[src/rtl/scan_pkg.sv]
// Shared types and sizing for the scan select generator.
package scan_pkg;

  localparam int NUM_CH = 4;
  localparam int SEL_W  = 2;

  typedef enum logic [1:0] {
    IDLE  = 2'd0,
    BLANK = 2'd1,
    DWELL = 2'd2
  } scan_state_e;

endpackage

[src/rtl/rr_next4.sv]
// Circular next-channel search over a 4-bit enable mask, starting after i_cur.
module rr_next4
  import scan_pkg::*;
(
  input  logic [SEL_W-1:0]  i_cur,
  input  logic [NUM_CH-1:0] i_mask,
  output logic [SEL_W-1:0]  o_next,
  output logic              o_wrap,
  output logic              o_none
);

  logic [SEL_W-1:0] w_idx;
  logic             w_found;

  // Candidates are visited as i_cur+1 .. i_cur+3, then i_cur itself.
  always_comb begin
    // NOTE: every combinational output gets a default first so no path leaves it unassigned (no latch).
    o_next  = i_cur;
    w_found = 1'b0;
    w_idx   = i_cur;
    for (int k = 1; k <= NUM_CH; k++) begin
      w_idx = i_cur + SEL_W'(k);
      if (!w_found && i_mask[w_idx]) begin
        o_next  = w_idx;
        w_found = 1'b1;
      end
    end
    o_none = !w_found;
    o_wrap = w_found && (o_next <= i_cur);
  end

endmodule

[src/rtl/scan_sel_gen.sv]
// Round-robin channel scanner: blanking gap, then a dwell window per enabled channel.
module scan_sel_gen
  import scan_pkg::*;
#(
  parameter int DWELL_W      = 16,
  parameter int BLANK_CYCLES = 2
) (
  input  logic               clk,
  input  logic               rst_n,
  input  logic               en,
  input  logic [DWELL_W-1:0] dwell,
  input  logic [NUM_CH-1:0]  ch_mask,
  output logic [SEL_W-1:0]   sel,
  output logic               sel_valid,
  output logic               blank,
  output logic               frame_done
);

  localparam logic [3:0]         BLANK_LOAD = 4'(BLANK_CYCLES - 1);
  localparam logic [DWELL_W-1:0] DWELL_ONE  = DWELL_W'(1);

  scan_state_e        r_state, w_state_nxt;
  logic [SEL_W-1:0]   r_sel, w_sel_nxt;
  logic [3:0]         r_blank_cnt, w_blank_cnt_nxt;
  logic [DWELL_W-1:0] r_dwell_cnt, w_dwell_cnt_nxt;
  logic               r_sel_valid, w_sel_valid_nxt;
  logic               r_blank, w_blank_nxt;
  logic               r_frame_done, w_frame_done_nxt;

  logic [SEL_W-1:0]   w_search_from;
  logic [SEL_W-1:0]   w_next_ch;
  logic               w_wrap;
  logic               w_none;

  // Searching from the top index makes the first hit the lowest enabled channel.
  assign w_search_from = (r_state == IDLE) ? SEL_W'(NUM_CH - 1) : r_sel;

  rr_next4 u_rr_next4 (
    .i_cur  (w_search_from),
    .i_mask (ch_mask),
    .o_next (w_next_ch),
    .o_wrap (w_wrap),
    .o_none (w_none)
  );

  always_comb begin
    w_state_nxt      = r_state;
    w_sel_nxt        = r_sel;
    w_blank_cnt_nxt  = r_blank_cnt;
    w_dwell_cnt_nxt  = r_dwell_cnt;
    w_sel_valid_nxt  = 1'b0;
    w_blank_nxt      = 1'b0;
    w_frame_done_nxt = 1'b0;

    unique case (r_state)
      IDLE: begin
        if (en && !w_none) begin
          w_state_nxt     = BLANK;
          w_sel_nxt       = w_next_ch;
          w_blank_cnt_nxt = BLANK_LOAD;
          w_blank_nxt     = 1'b1;
        end
      end
      BLANK: begin
        if (!en) begin
          w_state_nxt     = IDLE;
          w_blank_cnt_nxt = '0;
        end else if (r_blank_cnt == '0) begin
          w_state_nxt     = DWELL;
          w_dwell_cnt_nxt = (dwell == '0) ? '0 : dwell - DWELL_ONE;
          w_sel_valid_nxt = 1'b1;
        end else begin
          w_blank_cnt_nxt = r_blank_cnt - 4'd1;
          w_blank_nxt     = 1'b1;
        end
      end
      DWELL: begin
        if (!en) begin
          w_state_nxt     = IDLE;
          w_dwell_cnt_nxt = '0;
        end else if (r_dwell_cnt == '0) begin
          // Channel switch: the only point where ch_mask is consulted mid-scan.
          w_dwell_cnt_nxt = '0;
          if (w_none) begin
            w_state_nxt = IDLE;
          end else begin
            w_state_nxt      = BLANK;
            w_sel_nxt        = w_next_ch;
            w_blank_cnt_nxt  = BLANK_LOAD;
            w_blank_nxt      = 1'b1;
            w_frame_done_nxt = w_wrap;
          end
        end else begin
          w_dwell_cnt_nxt = r_dwell_cnt - DWELL_ONE;
          w_sel_valid_nxt = 1'b1;
        end
      end
      default: w_state_nxt = IDLE;
    endcase
  end

  // NOTE: sequential state uses non-blocking assignments so every register samples pre-edge values.
  always_ff @(posedge clk or negedge rst_n) begin
    if (!rst_n) begin
      r_state      <= IDLE;
      r_sel        <= '0;
      r_blank_cnt  <= '0;
      r_dwell_cnt  <= '0;
      r_sel_valid  <= 1'b0;
      r_blank      <= 1'b0;
      r_frame_done <= 1'b0;
    end else begin
      r_state      <= w_state_nxt;
      r_sel        <= w_sel_nxt;
      r_blank_cnt  <= w_blank_cnt_nxt;
      r_dwell_cnt  <= w_dwell_cnt_nxt;
      r_sel_valid  <= w_sel_valid_nxt;
      r_blank      <= w_blank_nxt;
      r_frame_done <= w_frame_done_nxt;
    end
  end

  assign sel        = r_sel;
  assign sel_valid  = r_sel_valid;
  assign blank      = r_blank;
  assign frame_done = r_frame_done;

endmodule

[config.mk]
export PLATFORM = sky130hd
export DESIGN_NAME = scan_sel_gen
export DESIGN_NICKNAME = d
export VERILOG_FILES = /design/src/rtl/scan_pkg.sv /design/src/rtl/rr_next4.sv /design/src/rtl/scan_sel_gen.sv
export SDC_FILE = /design/constraint.sdc
export NUM_CORES = 1
export LEC_CHECK = 0
export BUFFER_PORTS_ARGS = -buffer_cell sky130_fd_sc_hd__buf_2
export CAP_MARGIN = 20
export CORE_MARGIN = 2
export CORE_UTILIZATION = 45
export DETAILED_ROUTE_END_ITERATION = 10
export PLACE_DENSITY = 0.74
export RECOVER_POWER = 100
export SKIP_LAST_GASP = 1
export SLEW_MARGIN = 10
export SYNTH_ARGS = -nofsm -noshare
export SYNTH_HDL_FRONTEND = slang
export SYNTH_HIERARCHICAL = 1
export SYNTH_SLANG_ARGS = --single-unit
[constraint.sdc]
create_clock -name clk -period 2 [get_ports clk]
set_input_delay 0.3 -clock clk [delete_from_list [all_inputs] [get_ports clk]]
set_output_delay 0.3 -clock clk [all_outputs]
set_load 0.05 [all_outputs]
==> results of run 1 <==
-- path summary, 6_finish.rpt --
check,slack (ns),depth (start not counted),to,start
min in group clk,0.37,3,r_dwell_cnt[12],dwell[12]
min reg2reg,0.53,2,r_blank_cnt[1],r_blank_cnt[1]
max,-0.13,5,r_dwell_cnt[15],r_dwell_cnt[3]
min,0.37,1,r_dwell_cnt[3],rst_n
max in group asynchronous,0.65,1,sel[1],rst_n
max reg2reg,-0.13,5,r_dwell_cnt[15],r_dwell_cnt[3]
-- area by class of cell --
type | instances | area, um^2
repair buffers | 89 | 606
clock buffers | 4 | 45.0
inverters | 14 | 52.6
multi-input cells | 204 | 1600
flip-flops and latches | 27 | 677
fillers | 351 | 1400
well taps | 52 | 65.1
-- per-layer routing --
| metal | share of wire | wire length (um) |
|---|---|---|
| met4 | 0.020 | 136 |
| met3 | 0.073 | 490 |
| met2 | 0.49 | 3300 |
| met5 | 0 | 0 |
| met1 | 0.41 | 2780 |
-- layout by cell type, fill, tap and decap left out, drive strengths merged, types with 3 or more instances in the layout --
cell type	n
o221ai	6
buf	81
or2	4
xor2	6
or3	6
a21oi	9
mux2	5
a311oi	3
nor2	21
nor3	16
ha	12
o21ai	15
dfrtp	27
or4	5
xnor2	7
nor4	12
o211ai	3
nand4	3
nand2	28
inv	14
clkbuf	12
a211oi	4
nand3	5
nor3b	5
-- sequential cells by signal, summed over array words and instances (netlist names) --
name         count
r_state          2
sel              2
r_dwell_cnt     16
frame_done       1
sel_valid        1
blank            1
r_blank_cnt      4
-- worst register-to-register path, delay by kind of cell (launching register included) --
kind,cells,cell delay [ns]
AOI/OAI and AO/OA,3,0.51
DFF,1,0.42
and+or+nand+nor,2,1.09
-- report_power, final --
group          switching, mW  total [mW]  leakage (nW)  internal [mW]
logic                   1.59        3.09         0.955           1.49
clock network          0.186       0.330        0.0228          0.143
registers              0.180       0.950         0.345          0.770
-- cell families after synthesis --
logic type	synth area share
XOR/XNOR	0.0539
AND/OR/NAND/NOR	0.292
buffers and inverters	0.0367
AO/OA/AOI/OAI	0.195
adder cells (fa/ha/maj)	0.0711
flip-flops	0.320
multiplexers	0.0314
-- what timing repair did --
item	CTS	global route
buffers inserted	9	3
resized for setup	24	36
endpoints found under the setup margin	21	24
pin swaps	11	9
==> summary.md, run 1 <==
| Metric | Value |
|---|---|
| Status | finished with violations |
| Failing checks | max-capacitance violations, max-slew violations, negative setup slack |
| Final TNS setup | -0.412 ns |
| Via density | 6.05 |
| Nets | about 370 |
| Met1 Use GR | 0.331 |
| Worst Hold Class | in -> async |
| Worst path most repeated cell | or4_4 |
| Top post-synthesis cells by count | 28 x nand2_1, 27 x dfrtp_1, 21 x nor2_1, 16 x nor3_1, 15 x o21ai_0 |
| Met3 Resource Use GR | 0.0278 |
| WS Path Type | reg -> reg |
| Number of flops mapped to enable cells by yosys | 0 |
| Total routed wirelength | between 6000 and 7000 um |
| Max Cap Violations | 1 |
| Post-synthesis sequential area ratio | 0.320 |
| Diodes inserted | 0 |
| DRT Pass-1 Iters | 4 |
| Global-route wire length before repair | roughly 11000 um |
| Leading post-synthesis cells by cell area | dfrtp_1 32%, ha_1 7.1%, nand2_1 5.0% |
| Clock tree sinks | 27 |
| Final core utilization | 0.684 |
| Final min period | 2.13 ns |
| Final hold violations | 0 |
| Most frequent cell after synthesis | nand2_1 |
| Post-synthesis register bit count | 27 |
| Max_slew headroom | -0.00542 |
| Crit path arrival time | ~2.3 ns |
| CTS Hold Bufs | 0 |
| Total power | between 4 and 5 mW |
| HPWL Detailed | 4570 um |
| Largest net degree at the start of global routing | 28 |
| H-tree levels | 1 |
| Die width | 72.5 um |
| Count of pins over their slew limit | 28 |
| Fin crit share | 1.07 |
| GRT Overall Usage | 0.259 |
| Setup crit start kind | register |
| Number of global-route vias before repair | 2329 |
| DP Cell Count | approximately 370 |
| Pwr dens | ~1400 nW/um^2 |
| Drt drc | 0 |
| IO buf count | 27 |
| Critical-path cell list | or4_4 > or4_4 > o31ai_4 > o2bb2ai_2 > a221o_1 |
| Clk Tree Root Cell | clkbuf_8 |
| Fin Clk Skew | roughly 0.0047 ns |
| Clock Latency Late Sink | ~0.28 ns |
| Core Box Area | about 4400 um^2 |
| First DRT Iteration DRCs | 184 |
| WHS | roughly 0.37 ns |
| Fraction of layout cells with a size suffix above 1 | 0.432 |
| Buffers & Inverters on Critical Path | 0 |
| Post-route setup slack | -0.135 ns |
| Synth Warn # | 6 |
| Top_reg_cell synth | dfrtp_1 |
| Least-Margin Pin Slew | about 1.5 ns |
| M2 GR Usage | 0.449 |
| Initial antenna violation count | 0 |
| DRT antenna net count | 0 |
| Largest area contributor in the netlist | dfrtp_1 |
| Pre-CTS setup slack | -0.134 ns |
| Maximum clock path buffer count | 2 |
| Num CTS Buffers | 3 |
| Initial Util | 0.475 |
| Post-Syn Nets | approximately 290 |
| Slowest stage delay, CP | about 0.56 ns |
| Fmax | about 470 MHz |
| Ys async rst share | 1.00 |
| Post-route cell area | around 3000 um^2 |
| Max FO, Critical Path | 3 |
| Clock transition at path regs | approximately 0.10 ns |
| Syn avg cell area | roughly 8.4 um^2 |
| Finish-stage setup viols | 7 |
| Via count | between 2000 and 2500 |
| Crit. End Element | register |
| Routability cong. | 0.990 |
| Peak supply drop | approximately 0.56 mV |
| Most Crowded Layer GR | met2 |
| Fin cells | just under 400 |
| Chip height | 72.5 um |
| Total grt overflow | 0 |
| CTS tree | done |
| # IOs | 28 |
| Full die area | 5250 um^2 |
| Cell area after synthesis | about 2100 um^2 |
| Lkg Pwr | 1.32 nW |
| Post-Synthesis Cells | 251 |
| Slowest cell on the critical path | or4_4 |
| Worst path required time | between 2 and 2.5 ns |
| WL per Instance | ~17 um |
| RSZ-0062 raised after global routing | yes |
| Cell Rows | 24 |
| Crit-path leading delay family | simple AND/OR/NAND/NOR gates |
| Unique masters post-synth | 52 |
| Area after DPL | 2690 um^2 |
| Area grow syn2layout | 44.1% |
| Synth top area share | 0.320 |
Power figures use the tool's default switching activity.
==> run 2, diff against run 1 <==
--- a/config.mk
+++ b/config.mk
@@ -11,7 +11,6 @@
 export CORE_UTILIZATION = 45
 export DETAILED_ROUTE_END_ITERATION = 10
 export PLACE_DENSITY = 0.74
-export RECOVER_POWER = 100
 export SKIP_LAST_GASP = 1
 export SLEW_MARGIN = 10
 export SYNTH_ARGS = -nofsm -noshare
==> run 2 against run 1 <==
The flow finishes with violations (negative setup slack). Worst setup slack gained 0.0026 ns. Clock power is essentially flat. Sequential share of layout area shrank 0.073 points. Sequential cell count is the same. Global-route usage is the same. Clock-buffer cell count is the same. Non-clock buffer count is the same. Routed wire length shrank 0.51%. Cell count is the same. Via count grew 0.51%. Critical path depth is the same. Register-to-register slack is essentially flat. Critical path type unchanged. Critical endpoint unchanged.
==> summary.md, run 2 (synthesis results as in run 1) <==
| Metric | Value |
|---|---|
| Drt drc | 0 (unchanged) |
| Largest net degree at the start of global routing | 28 (unchanged) |
| Full die area | 5250 um^2 (unchanged) |
| Crit. End Element | register |
| DRT antenna net count | 0 (unchanged) |
| Peak supply drop | 0.562 mV (-0.27%) |
| Final min period | 2.13 ns (-0.00260 ns) |
| Cell Rows | 24 (unchanged) |
| CP endpoint | r_dwell_cnt[15] |
| Leading cell type in the layout, fill and taps excluded | buf_4 |
| Clock transition at path regs | 0.10 ns (about the same) |
| Sequential cell area | 677 um^2 (unchanged) |
| Critical path origin | r_dwell_cnt[3] |
| Pwr dens | 1440 nW/um^2 (+0.29%) |
| Finish-stage setup viols | 7 (unchanged) |
| Area after DPL | 2690 um^2 (unchanged) |
| Seq pwr share | 0.216 (about the same) |
| P_sw | 1.97 mW (+0.27%) |
| CTS tree | done |
| HPWL Detailed | 4570 um (unchanged) |
| Top Registers | r_dwell_cnt x16, r_blank_cnt x4 |
| Die width | 72.5 um (unchanged) |
| Max Cap Violations | 0 (-1) |
| Worst Hold Class | in -> async |
| Via density | 6.08 (+0.51%) |
| Num CTS Buffers | 3 (unchanged) |
| Fin Clk Skew | 0.00373 ns (-0.000944 ns) |
| Total routed wirelength | 6670 um (-0.51%) |
| Slowest stage delay, CP | 0.56 ns (about the same) |
| CTS Hold Bufs | 0 (unchanged) |
| Clk pwr share | 0.075 (about the same) |
| Fraction of layout cells with a size suffix above 1 | 0.450 (+0.0178) |
| Total grt overflow | 0 (unchanged) |
| Layout filler cell count | 345 (-1.7%) |
| Least-Margin Pin Slew | 0.652 ns (-0.856 ns) |
| R2r worst-path depth | 5 (unchanged) |
| Number of global-route vias before repair | 2329 (unchanged) |
| Global-route wire length before repair | 10700 um (unchanged) |
| Clock tree sinks | 27 (unchanged) |
| Count of pins over their slew limit | 0 (-100%) |
| Chip height | 72.5 um (unchanged) |
| Nets | 374 (unchanged) |
| Sw Ratio | 0.448 (-0.00154) |
| # IOs | 28 (unchanged) |
| Comb power frac | 0.709 (+0.002) |
| Post-route setup slack | -0.132 ns (+0.00260 ns) |
| Worst path most repeated cell | or4_4 |
| Clk Tree Root Cell | clkbuf_8 |
| Maximum clock path buffer count | 2 (unchanged) |
| Max FO, Critical Path | 3 (unchanged) |
| Diodes inserted | 0 (unchanged) |
| Final hold violations | 0 (unchanged) |
| Flop2flop setup slack | -0.13 ns (about the same) |
| WL per Instance | 17.1 um (-0.51%) |
| RSZ-0062 raised after global routing | yes |
| Fin crit share | 1.07 (-0.00130) |
| Slowest cell on the critical path | or4_4 |
| Lkg Pwr | 1.34 nW (+1.6%) |
| Reg with most FFs | r_dwell_cnt |
| Crit path arrival time | 2.31 ns (about the same) |
| R2R Path End | r_dwell_cnt[15] |
| Initial Util | 0.475 (unchanged) |
| First DRT Iteration DRCs | 178 (-3.3%) |
| Failing checks | negative setup slack |
| Routability cong. | 0.990 (unchanged) |
| Post-route cell area | 3050 um^2 (+0.33%) |
| Setup crit start kind | register |
| Worst path required time | 2.17 ns (about the same) |
| Critical-path cell list | or4_4 > or4_4 > o31ai_4 > o2bb2ai_2 > a221o_1 |
| Area grow syn2layout | 44.6% |
| Core Box Area | 4440 um^2 (unchanged) |
| Clock Latency Late Sink | 0.28 ns (about the same) |
| Via count | 2373 (+0.51%) |
| Commonest cells after routing, fill and taps aside | 59 x buf_4, 27 x buf_2, 26 x nand2_1, 26 x dfrtp_1, 19 x nor2_1 |
| Critical R2R Launch | r_dwell_cnt[3] |
| Max reg flops | 16 (unchanged) |
| Max_slew headroom | 0.565 (+0.571) |
| GRT Overall Usage | 0.259 (unchanged) |
| H-tree levels | 1 (unchanged) |
| Fmax | 469 MHz (+0.12%) |
| DRT Pass-1 Iters | 4 (unchanged) |
| Final core utilization | 0.687 (+0.00225) |
| Multi-input logic area | 1600 um^2 (unchanged) |
| Status | finished with violations |
| IO buf count | 27 (unchanged) |
| Int Pwr | 2.43 mW (+0.90%) |
| Initial antenna violation count | 0 (unchanged) |
| WS Path Type | reg -> reg |
run 2: per-layer routing:
metal	vias up	routed length, um	GRT usage
met5	-	0	0
met1	1121	2820	0.331
met2	109	3260	0.449
met4	0	150	0.105
li1	1125	-	-
met3	18	444	0.0278
run 2: how the worst min path moves through the flow:
stage / startpoint / endpoint / slack, ns
4_1_cts: rst_n / r_blank_cnt[0] / 0.04
3_3_place_gp: rst_n / r_blank_cnt[1] / 0.34
2_1_floorplan: rst_n / blank / 0.004
5_1_grt: rst_n / r_dwell_cnt[1] / 0.07
6_report: rst_n / r_blank_cnt[0] / 0.04
3_5_place_dp: rst_n / r_blank_cnt[0] / 0.35
run 2: repair_timing:
item,CTS,global route
endpoints found under the setup margin,21,24
setup buffers,9,3
pin swaps,11,9
gates resized for setup,24,36
run 2: power by group through the flow:
| stage | registers, mW | clock network (mW) | logic, mW |
|---|---|---|---|
| finish | 0.947 | 0.330 | 3.12 |
| floorplan | 1.09 | 0 | 1.28 |
| global placement | 0.935 | 0 | 2.36 |
| detailed placement | 0.942 | 0 | 2.41 |
| global route | 0.964 | 0.354 | 3.38 |
| CTS | 0.934 | 0.329 | 2.75 |
run 2: stage by stage:
| stage | cells | setup WS, ns | TNS (ns) | power (mW) | hold WS, ns |
|---|---|---|---|---|---|
| 6_report | 390 | -0.132 | -0.350 | 4.39 | 0.0366 |
| 5_1_grt | 390 | -0.169 | -1.14 | 4.70 | 0.0715 |
| 4_1_cts | 387 | -0.121 | -0.250 | 4.02 | 0.0421 |
| 3_5_place_dp | 374 | -0.134 | -1.32 | 3.36 | 0.347 |
| 3_3_place_gp | 374 | -0.0803 | -0.746 | 3.29 | 0.341 |
| 2_1_floorplan | 251 | -0.0935 | -0.177 | 2.38 | 0.00441 |
run 2: critical path, delay by kind of cell (launching register included):
kind,cells,cell delay (ns)
AO/OA/AOI/OAI,3,0.51
AND/OR/NAND/NOR,2,1.09
flip-flops,1,0.42
run 2: layout make-up:
cell class,instances,area share
Multi-Input combinational cell,204,0.523
Sequential cell,27,0.222
Timing Repair Buffer,89,0.202
Tap cell,52,0.0213
Inverter,14,0.0172
Clock buffer,4,0.0148
==> run 3, diff against run 2 <==
==> constraint.sdc (replaced) <==
create_clock -name clk -period 2 [get_ports clk]
set_input_delay 0.2 -clock clk [delete_from_list [all_inputs] [get_ports clk]]
set_output_delay 0.2 -clock clk [all_outputs]
set_load 0.05 [all_outputs]
==> run 3 against run 2 <==
The flow still finishes with violations (negative setup slack). Die area is the same. Cell count rose by 0.77%. Sequential cell count unchanged. Maximum frequency decreased by 1.9%. Global-route usage decreased by 0.75 points. Critical endpoint is now r_dwell_cnt[13].
==> summary.md, run 3 (synthesis results as in run 1) <==
| Metric | Value |
|---|---|
| Status | finished with violations |
| Failing checks | negative setup slack |
| Critical-path cell list | or4_4 > or4_4 > buf_4 > or3_1 > o211ai_1 |
| Clk Tree Root Cell | clkbuf_8 |
| WS Path Type | reg -> reg |
| Peak supply drop | 0.559 mV (-0.62%) |
| Routability cong. | 0.908 (-8.3%) |
| Worst path most repeated cell | or4_4 |
| Worst Hold Class | in -> reg |
| Fraction of layout cells with a size suffix above 1 | 0.463 (+0.0136) |
| Drt drc | 0 (unchanged) |
| GRT Overall Usage | 0.252 (-0.00749) |
| Clock transition at path regs | 0.11 ns (about the same) |
| Area after DPL | 2720 um^2 (+1.1%) |
| Slowest cell on the critical path | or4_4 |
| Setup crit start kind | register |
| Post-route cell area | 3190 um^2 (+4.4%) |
| Nets | 377 (+0.80%) |
| # IOs | 28 (unchanged) |
| Total routed wirelength | 7450 um (+12%) |
| Total grt overflow | 0 (unchanged) |
| HPWL Detailed | 4580 um (+0.11%) |
| Core Box Area | 4440 um^2 (unchanged) |
| Lkg Pwr | 1.38 nW (+2.3%) |
| Maximum clock path buffer count | 2 (unchanged) |
| Num CTS Buffers | 3 (unchanged) |
| Reg with most FFs | r_dwell_cnt |
| Commonest cells after routing, fill and taps aside | 56 x buf_4, 27 x buf_2, 26 x nand2_1, 26 x dfrtp_1, 19 x nor2_1 |
| Final min period | 2.17 ns (+0.0422 ns) |
| Buffers & Inverters on Critical Path | 1 (+1) |
| WL per Instance | 19.0 um (+11%) |
| Multi-input logic area | 1690 um^2 (+5.6%) |
| Leading cell type in the layout, fill and taps excluded | buf_4 |
| Pwr dens | 1480 nW/um^2 (+2.6%) |
| Crit. End Element | register |
| Flop2flop setup slack | -0.17 ns (-0.04 ns) |
| Max Cap Violations | 0 (unchanged) |
| Final hold violations | 0 (unchanged) |
| Global-route wire length before repair | 10400 um (-3.4%) |
| Fmax | 460 MHz (-1.9%) |
| Fin cells | 393 (+0.77%) |
| Max reg flops | 16 (unchanged) |
| DRT Pass-1 Iters | 5 (+1) |
| IO buf count | 27 (unchanged) |
| Number of global-route vias before repair | 2229 (-4.3%) |
| WHS | 0.275 ns (+0.238 ns) |
| Fin crit share | 1.09 (+0.0211) |
| Final core utilization | 0.717 (+0.0304) |
| Slowest stage delay, CP | 0.55 ns (about the same) |
| Chip height | 72.5 um (unchanged) |
| Cell Rows | 24 (unchanged) |
| Initial antenna violation count | 0 (unchanged) |
| DP Cell Count | 378 (+1.1%) |
| Final TNS setup | -0.748 ns (-0.398 ns) |
| Diodes inserted | 0 (unchanged) |
| Layout filler cell count | 333 (-3.5%) |
| Top Registers | r_dwell_cnt x16, r_blank_cnt x4 |
| Area grow syn2layout | 51.0% |
| Worst path required time | 2.21 ns (+0.04 ns) |
| RSZ-0062 raised after global routing | yes |
| Via count | 2474 (+4.3%) |
| Die width | 72.5 um (unchanged) |
| Pre-CTS setup slack | -0.157 ns (-0.0224 ns) |
| Via density | 6.30 (+3.5%) |
| Finish-stage setup viols | 12 (+5) |
| Full die area | 5250 um^2 (unchanged) |
| Count of pins over their slew limit | 0 (unchanged) |
| Clock tree sinks | 27 (unchanged) |
| CTS tree | done |
| First DRT Iteration DRCs | 237 (+33%) |
| Least-Margin Pin Slew | 0.629 ns (-0.0232 ns) |
| Largest net degree at the start of global routing | 28 (unchanged) |
| Clock Latency Late Sink | 0.29 ns (about the same) |
| Initial Util | 0.475 (unchanged) |
| Post-route setup slack | -0.174 ns (-0.0422 ns) |
| Total power | 4.71 mW (+7.2%) |
| Max FO, Critical Path | 3 (unchanged) |
| Fin Clk Skew | 0.0105 ns (+0.00680 ns) |
| H-tree levels | 1 (unchanged) |
| Max_slew headroom | 0.581 (+0.0155) |
| Sequential cell area | 677 um^2 (unchanged) |
| Crit path arrival time | 2.38 ns (+0.07 ns) |
| Crit-path leading delay family | simple AND/OR/NAND/NOR gates |
| DRT antenna net count | 0 (unchanged) |
## run 3: repair_timing
item                                   CTS  global route
setup buffers                            3             7
hold buffers                             1             0
setup endpoints to repair               23            24
endpoints found under the hold margin   27             0
pin swaps                               16            20
resized for setup                       28            45
## run 3: area by class of cell
type | instances | share of cell area
Tap cell | 52 | 0.0204
Clock buffer | 3 | 0.0130
Clock inverter | 1 | 0.00157
Inverter | 14 | 0.0177
Timing Repair Buffer | 92 | 0.206
Multi-Input combinational cell | 204 | 0.529
Sequential cell | 27 | 0.212
## run 3: final timing paths
kind | start | depth (start not counted) | endpoint
max in group asynchronous | rst_n | 2 | sel[1]
worst max register to register | r_dwell_cnt[8] | 5 | r_dwell_cnt[13]
worst max-delay path | r_dwell_cnt[8] | 5 | r_dwell_cnt[13]
worst min-delay path | dwell[12] | 3 | r_dwell_cnt[12]
worst min register to register | r_blank_cnt[1] | 2 | r_blank_cnt[1]
min in group asynchronous | rst_n | 2 | r_dwell_cnt[3]
## run 3: layer usage
layer,GRT usage,share of wire,vias to the layer above
met5,0,0,-
met4,0.109,0.036,0
met3,0.0319,0.085,29
met2,0.419,0.49,167
met1,0.330,0.39,1155
li1,-,-,1123
## run 3: worst register-to-register path: cells and delay by family (launching register included)
family	cells	cell delay, ns
and+or+nand+nor	3	1.38
DFF	1	0.46
buffers and inverters	1	0.17
AOI/OAI and AO/OA	1	0.09
## run 3: power by group
group | internal (mW) | switching [mW]
registers | 0.769 | 0.216
clock network | 0.141 | 0.192
logic | 1.63 | 1.76
total | 2.54 | 2.17
